==> src/rtl/fifo_cdc_pkg.sv <==
// Shared async-FIFO helpers: pointer width default and Gray/binary conversion.
// Functions work on 32-bit zero-extended values; callers cast to pointer width.
package fifo_cdc_pkg;
    localparam int DEF_ADDR_WIDTH = 4;

    function automatic logic [31:0] bin2gray(input logic [31:0] b);
        return b ^ (b >> 1);
    endfunction

    function automatic logic [31:0] gray2bin(input logic [31:0] g);
        logic [31:0] b;
        b[31] = g[31];
        for (int i = 30; i >= 0; i--) begin
            b[i] = b[i+1] ^ g[i];
        end
        return b;
    endfunction
endpackage

==> src/rtl/fifo_wptr_full_if.sv <==
// Write-side bundle between producer logic and the write-pointer/full block.
interface fifo_wptr_full_if
    import fifo_cdc_pkg::*;
#(
    parameter int ADDR_WIDTH = DEF_ADDR_WIDTH
);
    logic                  p_winc;
    logic [ADDR_WIDTH:0]   p_rptr_gray_sync;
    logic                  p_clr_ovf;
    logic                  p_wen;
    logic [ADDR_WIDTH-1:0] p_waddr;
    logic [ADDR_WIDTH:0]   p_wptr_gray;
    logic                  p_wfull;
    logic                  p_walmost_full;
    logic [ADDR_WIDTH:0]   p_wlevel;
    logic                  p_woverflow;

    modport slave (
        input  p_winc, p_rptr_gray_sync, p_clr_ovf,
        output p_wen, p_waddr, p_wptr_gray, p_wfull, p_walmost_full, p_wlevel, p_woverflow
    );

    modport master (
        output p_winc, p_rptr_gray_sync, p_clr_ovf,
        input  p_wen, p_waddr, p_wptr_gray, p_wfull, p_walmost_full, p_wlevel, p_woverflow
    );
endinterface

==> src/rtl/fifo_wptr_full.sv <==
// Async FIFO write pointer and full/level logic; flags update one cycle after a write.
// Writes are dropped while full (p_wen low) and flagged in the sticky overflow bit.
module fifo_wptr_full
    import fifo_cdc_pkg::*;
#(
    parameter int ADDR_WIDTH = DEF_ADDR_WIDTH,
    parameter int AF_THRESH  = 2**ADDR_WIDTH - 1
) (
    input  logic            clk,
    input  logic            rst_n,
    fifo_wptr_full_if.slave bus
);
    localparam int PW = ADDR_WIDTH + 1;

    logic [PW-1:0] wbin;
    logic [PW-1:0] wbin_next;
    logic [PW-1:0] gray_next;
    logic [PW-1:0] rbin;
    logic [PW-1:0] level_next;
    logic [PW-1:0] full_cmp;

    assign bus.p_wen   = bus.p_winc & ~bus.p_wfull;
    assign bus.p_waddr = wbin[ADDR_WIDTH-1:0];

    assign wbin_next  = wbin + PW'(bus.p_wen);
    assign gray_next  = PW'(bin2gray(32'(wbin_next)));
    assign rbin       = PW'(gray2bin(32'(bus.p_rptr_gray_sync)));
    assign level_next = wbin_next - rbin;

    // Full when the write pointer is exactly one lap ahead: top two Gray bits inverted.
    // Requires ADDR_WIDTH >= 2.
    assign full_cmp = {~bus.p_rptr_gray_sync[PW-1:PW-2], bus.p_rptr_gray_sync[PW-3:0]};

    always_ff @(posedge clk or negedge rst_n) begin
        if (!rst_n) begin
            wbin               <= '0;
            bus.p_wptr_gray    <= '0;
            bus.p_wfull        <= 1'b0;
            bus.p_walmost_full <= 1'b0;
            bus.p_wlevel       <= '0;
            bus.p_woverflow    <= 1'b0;
        end else begin
            wbin               <= wbin_next;
            bus.p_wptr_gray    <= gray_next;
            bus.p_wfull        <= (gray_next == full_cmp);
            bus.p_walmost_full <= (int'(level_next) >= AF_THRESH);
            bus.p_wlevel       <= level_next;
            // Set wins over clear so a concurrent overflow is never lost.
            if (bus.p_winc && bus.p_wfull) begin
                bus.p_woverflow <= 1'b1;
            end else if (bus.p_clr_ovf) begin
                bus.p_woverflow <= 1'b0;
            end
        end
    end
endmodule

==> src/flat_wrapper.sv <==
// flat-port wrapper written by rule: the top's interface ports become plain ports
module fifo_wptr_full_flat import fifo_cdc_pkg::*;
#(
    parameter int ADDR_WIDTH = DEF_ADDR_WIDTH,
    parameter int AF_THRESH  = 2**ADDR_WIDTH - 1
)
  (clk, rst_n, bus_p_winc, bus_p_rptr_gray_sync, bus_p_clr_ovf, bus_p_wen, bus_p_waddr, bus_p_wptr_gray, bus_p_wfull, bus_p_walmost_full, bus_p_wlevel, bus_p_woverflow);
  fifo_wptr_full_if #(.ADDR_WIDTH(ADDR_WIDTH)) bus_i ();
  input  logic clk;
  input  logic rst_n;
  input wire logic [$bits(bus_i.p_winc)-1:0] bus_p_winc;
  input wire logic [$bits(bus_i.p_rptr_gray_sync)-1:0] bus_p_rptr_gray_sync;
  input wire logic [$bits(bus_i.p_clr_ovf)-1:0] bus_p_clr_ovf;
  output wire logic [$bits(bus_i.p_wen)-1:0] bus_p_wen;
  output wire logic [$bits(bus_i.p_waddr)-1:0] bus_p_waddr;
  output wire logic [$bits(bus_i.p_wptr_gray)-1:0] bus_p_wptr_gray;
  output wire logic [$bits(bus_i.p_wfull)-1:0] bus_p_wfull;
  output wire logic [$bits(bus_i.p_walmost_full)-1:0] bus_p_walmost_full;
  output wire logic [$bits(bus_i.p_wlevel)-1:0] bus_p_wlevel;
  output wire logic [$bits(bus_i.p_woverflow)-1:0] bus_p_woverflow;
  assign bus_i.p_winc = bus_p_winc;
  assign bus_i.p_rptr_gray_sync = bus_p_rptr_gray_sync;
  assign bus_i.p_clr_ovf = bus_p_clr_ovf;
  assign bus_p_wen = bus_i.p_wen;
  assign bus_p_waddr = bus_i.p_waddr;
  assign bus_p_wptr_gray = bus_i.p_wptr_gray;
  assign bus_p_wfull = bus_i.p_wfull;
  assign bus_p_walmost_full = bus_i.p_walmost_full;
  assign bus_p_wlevel = bus_i.p_wlevel;
  assign bus_p_woverflow = bus_i.p_woverflow;
  fifo_wptr_full #(.ADDR_WIDTH(ADDR_WIDTH), .AF_THRESH(AF_THRESH)) u_core (.clk(clk), .rst_n(rst_n), .bus(bus_i));
endmodule
==> config.mk <==
export PLATFORM = sky130hd
export DESIGN_NAME = fifo_wptr_full_flat
export DESIGN_NICKNAME = d
export VERILOG_FILES = /design/src/rtl/fifo_cdc_pkg.sv /design/src/rtl/fifo_wptr_full_if.sv /design/src/rtl/fifo_wptr_full.sv /design/src/flat_wrapper.sv
export SDC_FILE = /design/constraint.sdc
export NUM_CORES = 1
export LEC_CHECK = 0
export ABC_AREA = 1
export CAP_MARGIN = 40
export CELL_PAD_IN_SITES_DETAIL_PLACEMENT = 1
export CELL_PAD_IN_SITES_GLOBAL_PLACEMENT = 1
export CORE_AREA = 2 2 61 63
export CTS_CLUSTER_SIZE = 40
export DETAILED_ROUTE_END_ITERATION = 10
export DIE_AREA = 0 0 63 65
export PLACE_DENSITY = 0.69
export SETUP_SLACK_MARGIN = 0.05
export SYNTH_ARGS = -nofsm -noshare
export SYNTH_HDL_FRONTEND = slang
export SYNTH_SLANG_ARGS = --single-unit
==> constraint.sdc <==
create_clock -name clk -period 2.1 [get_ports clk]
set_input_delay 0.42 -clock clk [delete_from_list [all_inputs] [get_ports clk]]
set_output_delay 0.42 -clock clk [all_outputs]
set_load 0.01 [all_outputs]
# ---- Yosys cells after proc, flatten, opt, wreduce, memory -nomap -nowiden
# Cells that the tools add are included.
# W data, S select, Z words.
dict set report totals {
  regBits 18
  input_bits 9
  output_inout_bits 18
  wordCells 22
}
dict set report classes {
  n_addsub 2
  n_lt_le_gt_ge 1
  eq_ne 1
  muxes 2
  n_bitwise 8
  reduce_logical 2
}
# op n
set ops {}
lappend ops {{$add A5 B1 Y5} 1}
lappend ops {{$eq A5 B5 Y1} 1}
lappend ops {{$ge A5 B4 Y1 const B} 1}
lappend ops {{$sub A5 B5 Y5} 1}
lappend ops {{$xor A5 B4 Y5} 1}
lappend ops {{$xor A1 B1 Y1} 4}
lappend ops {{$mux W1} 2}
lappend ops {{$not A2 Y2} 1}
lappend ops {{$reduce_bool A2 Y1} 1}
lappend ops {{$and A1 B1 Y1} 1}
lappend ops {{$logic_and A1 B1 Y1} 1}
lappend ops {{$not A1 Y1} 1}

# ---- Longest topological paths before layout
# Gate-level depths: netlist of the first run.
dict set report depth {
  ltp_word 6
  depth_mapped 14
}

# ---- Worst setup path after synthesis of the first run
# No wires, ideal clock.
dict set report synth_path {
  path_type {input to register}
  from {input port bus_p_winc}
  to {register u_core.bus.p_walmost_full}
  t_arrival_ns 2.225
  t_required_ns 1.977
  slack_ns -0.248
  cell_stages 13
  path_buffers 0
  path_cell_list {inv_1 nor2_1 ha_1 ha_1 nand2_1 nand2_2 inv_2 ha_1 nand2_1 nor2_1 a211oi_1 or2_4 nand3_2}
}
dict set report synth_via {
  elab_chain_cells 4
}
# element line
set synth_rtl {}
lappend synth_rtl {{start, declared} flat_wrapper.sv:11} ;# input wire logic [$bits(bus_i.p_winc)-1:0] bus_p_winc;
lappend synth_rtl {{$and A1 B1 Y1} fifo_wptr_full.sv:22} ;# assign bus.p_wen = bus.p_winc & ~bus.p_wfull;
lappend synth_rtl {{via bus_p_wen} flat_wrapper.sv:14} ;# output wire logic [$bits(bus_i.p_wen)-1:0] bus_p_wen;
lappend synth_rtl {{$add A5 B1 Y5} fifo_wptr_full.sv:25} ;# assign wbin_next = wbin + PW'(bus.p_wen);
lappend synth_rtl {{via u_core.wbin_next[2]} fifo_wptr_full.sv:16} ;# logic [PW-1:0] wbin_next;
lappend synth_rtl {{$sub A5 B5 Y5} fifo_wptr_full.sv:28} ;# assign level_next = wbin_next - rbin;
lappend synth_rtl {{$ge A5 B4 Y1} fifo_wptr_full.sv:46} ;# bus.p_walmost_full <= (int'(level_next) >= AF_THRESH);
lappend synth_rtl {{end signal, assigned} fifo_wptr_full.sv:46}
lappend synth_rtl {{end, declared} fifo_wptr_full_if.sv:20} ;# output p_wen, p_waddr, p_wptr_gray, p_wfull, p_walmost_full, p_wlevel, p_woverflow
# The timed path passes the listed nets, and every way through them passes these cells.
# A chain may end at the register's enable or synchronous reset.

# ---- Worst setup path after layout of the first run
dict set report layout_path {
  from {register u_core.bus.p_wfull}
  to {register u_core.bus.p_walmost_full}
}
dict set report layout_via {
  elab_chain_cells 5
}
# element line
set layout_rtl {}
lappend layout_rtl {{start, declared} fifo_wptr_full_if.sv:20}
lappend layout_rtl {{start signal, assigned} fifo_wptr_full.sv:45} ;# bus.p_wfull <= (gray_next == full_cmp);
lappend layout_rtl {{$not A1 Y1} fifo_wptr_full.sv:22}
lappend layout_rtl {{$and A1 B1 Y1} fifo_wptr_full.sv:22}
lappend layout_rtl {{$add A5 B1 Y5} fifo_wptr_full.sv:25}
lappend layout_rtl {{via u_core.wbin_next[3]} fifo_wptr_full.sv:16}
lappend layout_rtl {{$sub A5 B5 Y5} fifo_wptr_full.sv:28}
lappend layout_rtl {{$ge A5 B4 Y1} fifo_wptr_full.sv:46}
# The timed path passes the listed nets, and every way through them passes these cells.

==> results of run 1 <==
how the worst max path moves through the flow:
| stage | slack, ns | end |
|---|---|---|
| after floorplan | 0.06 | u_core.bus.p_walmost_full$_DFF_PN0_ |
| after CTS | 0.05 | u_core.bus.p_walmost_full$_DFF_PN0_ |
| after detailed placement | -0.67 | u_core.bus.p_walmost_full$_DFF_PN0_ |
| after global routing | -0.05 | u_core.bus.p_walmost_full$_DFF_PN0_ |
| final | 0.1 | u_core.bus.p_walmost_full$_DFF_PN0_ |
| after global placement | -0.57 | u_core.bus.p_walmost_full$_DFF_PN0_ |
layout make-up:
cell class	count	area, um2	share of cell area
clock buffers	4	26.3	0.0158
multi-input cells	84	603	0.363
repair buffers	56	478	0.288
flip-flops and latches	17	425	0.256
well taps	48	60.1	0.0362
inverters	18	67.6	0.0407
routing by layer:
metal  vias up  track usage  share of wire
met1       493        0.168           0.42
met2        16        0.278           0.55
met5         -            0              0
li1        498            -              -
met3         5       0.0139          0.019
met4         0       0.0667          0.016
through the flow:
stage	instances	instance area, um2	util
after floorplan	120	1070	-
after global placement	216	1560	0.445
after detailed placement	216	1560	0.445
after CTS	223	1610	0.462
after global routing	227	1660	0.475
final	227	1660	0.475
cell usage in the layout, fill, tap and decap left out:
cell / n
inv_1: 13
ha_1: 1
nand3_1: 14
clkbuf_4: 3
ha_2: 1
fa_2: 1
o21ai_0: 1
ha_4: 4
nand4_1: 3
nor2_2: 2
nand3_2: 2
inv_2: 5
nand2_4: 2
buf_4: 30
nand3b_1: 2
nand2_1: 30
dfrtp_1: 17
a21oi_2: 1
dlygate4sd2_1: 3
a211oi_2: 1
xnor2_4: 1
clkdlybuf4s50_1: 21
nor2_1: 2
nor2_4: 1
buf_2: 1
nand2b_4: 1
xnor2_1: 1
or2_4: 1
xor2_1: 1
nand2_2: 11
clkbuf_1: 1
buf_6: 1
worst max-delay path, cell delays in order, from the launching register on:
cell and delay (ns):
dfrtp_1 0.42, nor2_4 0.14, ha_4 0.15, buf_4 0.12, nand3_2 0.09, nand2_2 0.10
nand2_4 0.07, ha_4 0.26, nand2_1 0.08, nor2_2 0.04, a211oi_2 0.19, or2_4 0.17
nand3_2 0.07
registers in the layout (all words and copies together) (netlist names):
register,flops
u_core.bus.p_wlevel,5
u_core.bus.p_wptr_gray,5
u_core.wbin,4
u_core.bus.p_walmost_full,1
u_core.bus.p_wfull,1
u_core.bus.p_woverflow,1
cells by family (layout without fill, tap and decap cells):
group                    after synthesis  count (layout)  share of synthesized area
AND/OR/NAND/NOR                       71              71                      0.345
AO/OA/AOI/OAI                          3               3                     0.0178
flip-flops                            17              17                      0.433
buffers and inverters                 19              78                     0.0802
adder cells (fa/ha/maj)                7               7                     0.0968
XOR/XNOR                               3               3                     0.0268
power breakdown:
part	total (mW)	internal, mW	switching (mW)
Clock	0.178	0.0740	0.104
Sequential	0.609	0.495	0.114
Combinational	2.01	1.08	0.926
timing repair:
| action | CTS | global route |
|---|---|---|
| buffers inserted | 3 | 4 |
| endpoints found under the setup margin | 6 | 4 |
| gates resized for setup | 17 | 6 |
| endpoints found under the hold margin | 0 | 0 |
| pin swaps | 10 | 12 |
==> results.txt, run 1 <==
Sink Count: 17
Rel. slew slack: 0.792
Main synth FF type: dfrtp_1
number of global-route vias before repair: 1053
fill count: 428
RSZ-0062 raised after global routing: yes
Syn Inst Count: 120
Detailed Routing Iterations Pass 1: 2
r2r setup slk: 0.1 ns
Wirelength per Cell: 13.4 um
initial core utilization: 0.281
fin crit period: 2.00 ns
total global routing track utilization: 0.148
post-synthesis register bit count: 17
leak pwr: 0.821 nW
Tcrit/Tclk final: 0.953
post-synth net total: 136
TritonCTS clock tree: done
FP Rows: 22
Peak VDD IR: 0.000442 V
Hold Crit Start: bus_p_rptr_gray_sync[3]
global-route wire length before repair: 4660 um
Setup Crit Path Kind: reg2reg
Layout Skew: 0.00178 ns
worst r2r dst: u_core.bus.p_walmost_full$_DFF_PN0_
Synthesis Warnings: 0
syn_area_per_cell: 8.18 um2
final worst slack: 0.0979 ns
Worst setup SP type: flip-flop
largest net degree at the start of global routing: 18
Area Growth Syn to Fin: 69.0%
die width: 63 um
post-synth cell types: 20
core area: 3500 um2
Final Hold Viols: 0
max frequency: 499 MHz
MaxCap Viol Count: 0
Detailed Route WL: 3050 um
async set-or-reset flop fraction in the synthesized netlist: 1.00
Worst Setup End Kind: flip-flop
CP startpoint: u_core.bus.p_wfull$_DFF_PN0_
Tightest Pin Transition: 0.313 ns
Setup WS pre-CTS: -0.675 ns
DRC Markers: 0
post-synthesis cell area: 982 um2
clock buffer depth: 2
port buffer count: 26
pwr dens: 1680 nW/um2
data required time of the critical path: 2.29 ns
total CTS buffers: 3
die height: 65 um
Synth area leader: dfrtp_1
CTS clk-pin slew, worst paths: 0.10 ns
initial antenna violation count: 0
top post-synthesis cells by count: nand2_1, dfrtp_1, inv_1
CTS H-tree lvls: 1
Worst Hold End: u_core.bus.p_wfull$_DFF_PN0_
GRT overflow: 0
final-report max-slew violation count: 0
CP arrival: 2.19 ns
Synth top area share: 0.433
Die ar.: 4100 um2
routed vias: 1012
Ports: 27
total power: 2.79 mW
Worst Path Max Fanout: 3
Worst Hold Class: in2reg
Detail Route Antenna Nets: 0
top post-synthesis cells by area: dfrtp_1, nand2_1, ha_1
reg2reg path depth: 12
Worst-Skew Late Latency: 0.29 ns
clock root buffer: clkbuf_4
final setup fails: 0
sequential share of the synthesized area: 0.433
Reg-to-Reg Start: u_core.bus.p_wfull$_DFF_PN0_
DPL Wire Length: 2420 um
n_diodes: 0
cts hold-fix bufs: 0
Fin Hold WS: 0.442 ns
vias per cell: 4.46
share of layout cells above drive strength 1: 0.385
hold path depth: 4
GPL Wtd Cong: 0.687
Nets: 196
most common cell in the synthesized netlist: nand2_1
EDFF count, synth: 0
final setup TNS: 0 ns
status: completed
initial DRC count: 7
Note: power is estimated with default switching activity, not from simulation.
==> run 2, diff against run 1 <==
Settings changed: SLEW_MARGIN from default to 20.
==> results of run 2 <==
Final layout, timing and power as in run 1 (identical DEF).
==> run 3, diff against run 2 <==
--- a/config.mk
+++ b/config.mk
@@ -17,3 +17,3 @@
 export SETUP_SLACK_MARGIN = 0.05
-export SLEW_MARGIN = 20
+export SLEW_MARGIN = 15
 export SYNTH_ARGS = -nofsm -noshare
@@ -21 +21,2 @@
 export SYNTH_SLANG_ARGS = --single-unit
+export TNS_END_PERCENT = 1
--- a/constraint.sdc
+++ b/constraint.sdc
@@ -3,2 +3,2 @@
 set_output_delay 0.42 -clock clk [all_outputs]
-set_load 0.01 [all_outputs]
+set_load 0.05 [all_outputs]
==> results.txt, run 3 (synthesis gave the netlist of run 1 again) <==
status: completed
max frequency: 488 MHz
Worst setup SP type: flip-flop
TritonCTS clock tree: done
share of layout cells above drive strength 1: 0.455
Final Hold Viols: 0
fin area: 1790 um2
fin crit period: 2.05 ns
DPL Wire Length: 2440 um
MaxCap Viol Count: 0
FP Rows: 22
Ports: 27
most frequent cells in the layout: buf_4, nand2_1, clkdlybuf4s50_1, dfrtp_1, inv_1
Fin Hold WS: 0.446 ns
Detailed Routing Iterations Pass 1: 4
port buffer count: 26
CTS H-tree lvls: 1
GRT overflow: 0
total CTS buffers: 3
cts hold-fix bufs: 0
CTS clk-pin slew, worst paths: 0.10 ns
final setup TNS: 0 ns
number of global-route vias before repair: 1202
routed vias: 1077
Worst Hold Class: in2async
Tightest Pin Transition: 0.507 ns
data required time of the critical path: 2.34 ns
Nets: 204
Setup Crit Path Kind: reg2reg
initial DRC count: 25
commonest non-fill, non-tap cell in the layout: buf_4
global-route wire length before repair: 5600 um
Detail Route Antenna Nets: 0
Setup WS pre-CTS: -0.754 ns
die width: 63 um
Tcrit/Tclk final: 0.975
Layout Skew: 0.00447 ns
Rel. slew slack: 0.661
leading registers by flop count: u_core.bus.p_wlevel (5), u_core.bus.p_wptr_gray (5), u_core.wbin (4)
Worst-Skew Late Latency: 0.29 ns
vias per cell: 4.58
initial antenna violation count: 0
Worst Setup End Kind: flip-flop
clock buffer depth: 2
initial core utilization: 0.281
Sink Count: 17
GPL Wtd Cong: 0.750
Area after DPL: 1580 um2
Detailed Route WL: 3300 um
Area Growth Syn to Fin: 81.8%
RSZ-0062 raised after global routing: yes
Wirelength per Cell: 14.0 um
core area: 3500 um2
final setup fails: 0
n_diodes: 0
CP arrival: 2.28 ns
total global routing track utilization: 0.180
DRC Markers: 0
die height: 65 um
final-report max-slew violation count: 0
clock root buffer: clkbuf_4
final worst slack: 0.0515 ns
Die ar.: 4100 um2
Worst Path Max Fanout: 4
largest net degree at the start of global routing: 18
run 3: final timing paths:
| kind | from | cells past startpoint | slack [ns] | to |
|---|---|---|---|---|
| setup / recovery | u_core.bus.p_wfull$_DFF_PN0_ | 12 | 0.05 | u_core.bus.p_walmost_full$_DFF_PN0_ |
| hold / removal | rst_n | 2 | 0.45 | u_core.wbin[3]$_DFF_PN0_ |
| setup reg to reg | u_core.bus.p_wfull$_DFF_PN0_ | 12 | 0.05 | u_core.bus.p_walmost_full$_DFF_PN0_ |
| hold reg to reg | u_core.bus.p_woverflow$_DFFE_PN0P_ | 2 | 0.54 | u_core.bus.p_woverflow$_DFFE_PN0P_ |
| max in group asynchronous | rst_n | 2 | 1.44 | u_core.bus.p_wfull$_DFF_PN0_ |
| min in group clk | bus_p_winc | 3 | 0.48 | u_core.bus.p_woverflow$_DFFE_PN0P_ |
run 3: timing repair:
action | in CTS | in global routing
buffers inserted | 6 | 4
endpoints found under the hold margin | 0 | 0
pin swaps | 12 | 19
resized for setup | 30 | 13
endpoints found under the setup margin | 7 | 8
run 3: critical path, stage by stage, from the launching register on:
cell,delay [ns]
dfrtp_2,0.43
nor2_4,0.13
ha_4,0.18
ha_4,0.16
nand2_4,0.06
nand2_4,0.09
inv_4,0.04
ha_4,0.28
nand3b_1,0.11
nand2_1,0.11
xor2_1,0.20
nand3_1,0.12
nand3_2,0.07
run 3: layout make-up:
type	count	area, um2
Fill cell	412	1710
Multi-Input combinational cell	84	636
Tap cell	48	60.1
Clock buffer	4	26.3
Sequential cell	17	427
Timing Repair Buffer	64	567
Inverter	18	70.1
run 3: metrics by stage:
| stage | instances | util |
|---|---|---|
| after floorplan | 120 | - |
| after global placement | 221 | 0.452 |
| after global routing | 235 | 0.511 |
| after CTS | 231 | 0.490 |
| after detailed placement | 221 | 0.452 |
| final | 235 | 0.511 |
run 3: layer usage:
layer  share of wire  routed length, um  GRT usage
met1            0.38               1270      0.182
met2            0.58               1920      0.370
met3           0.019                 64     0.0191
met4           0.015                 48     0.0750
met5               0                  0          0
Power of run 3 is not shown: default switching activity piles up to over one toggle a cycle in this logic, so the estimate is an artifact.
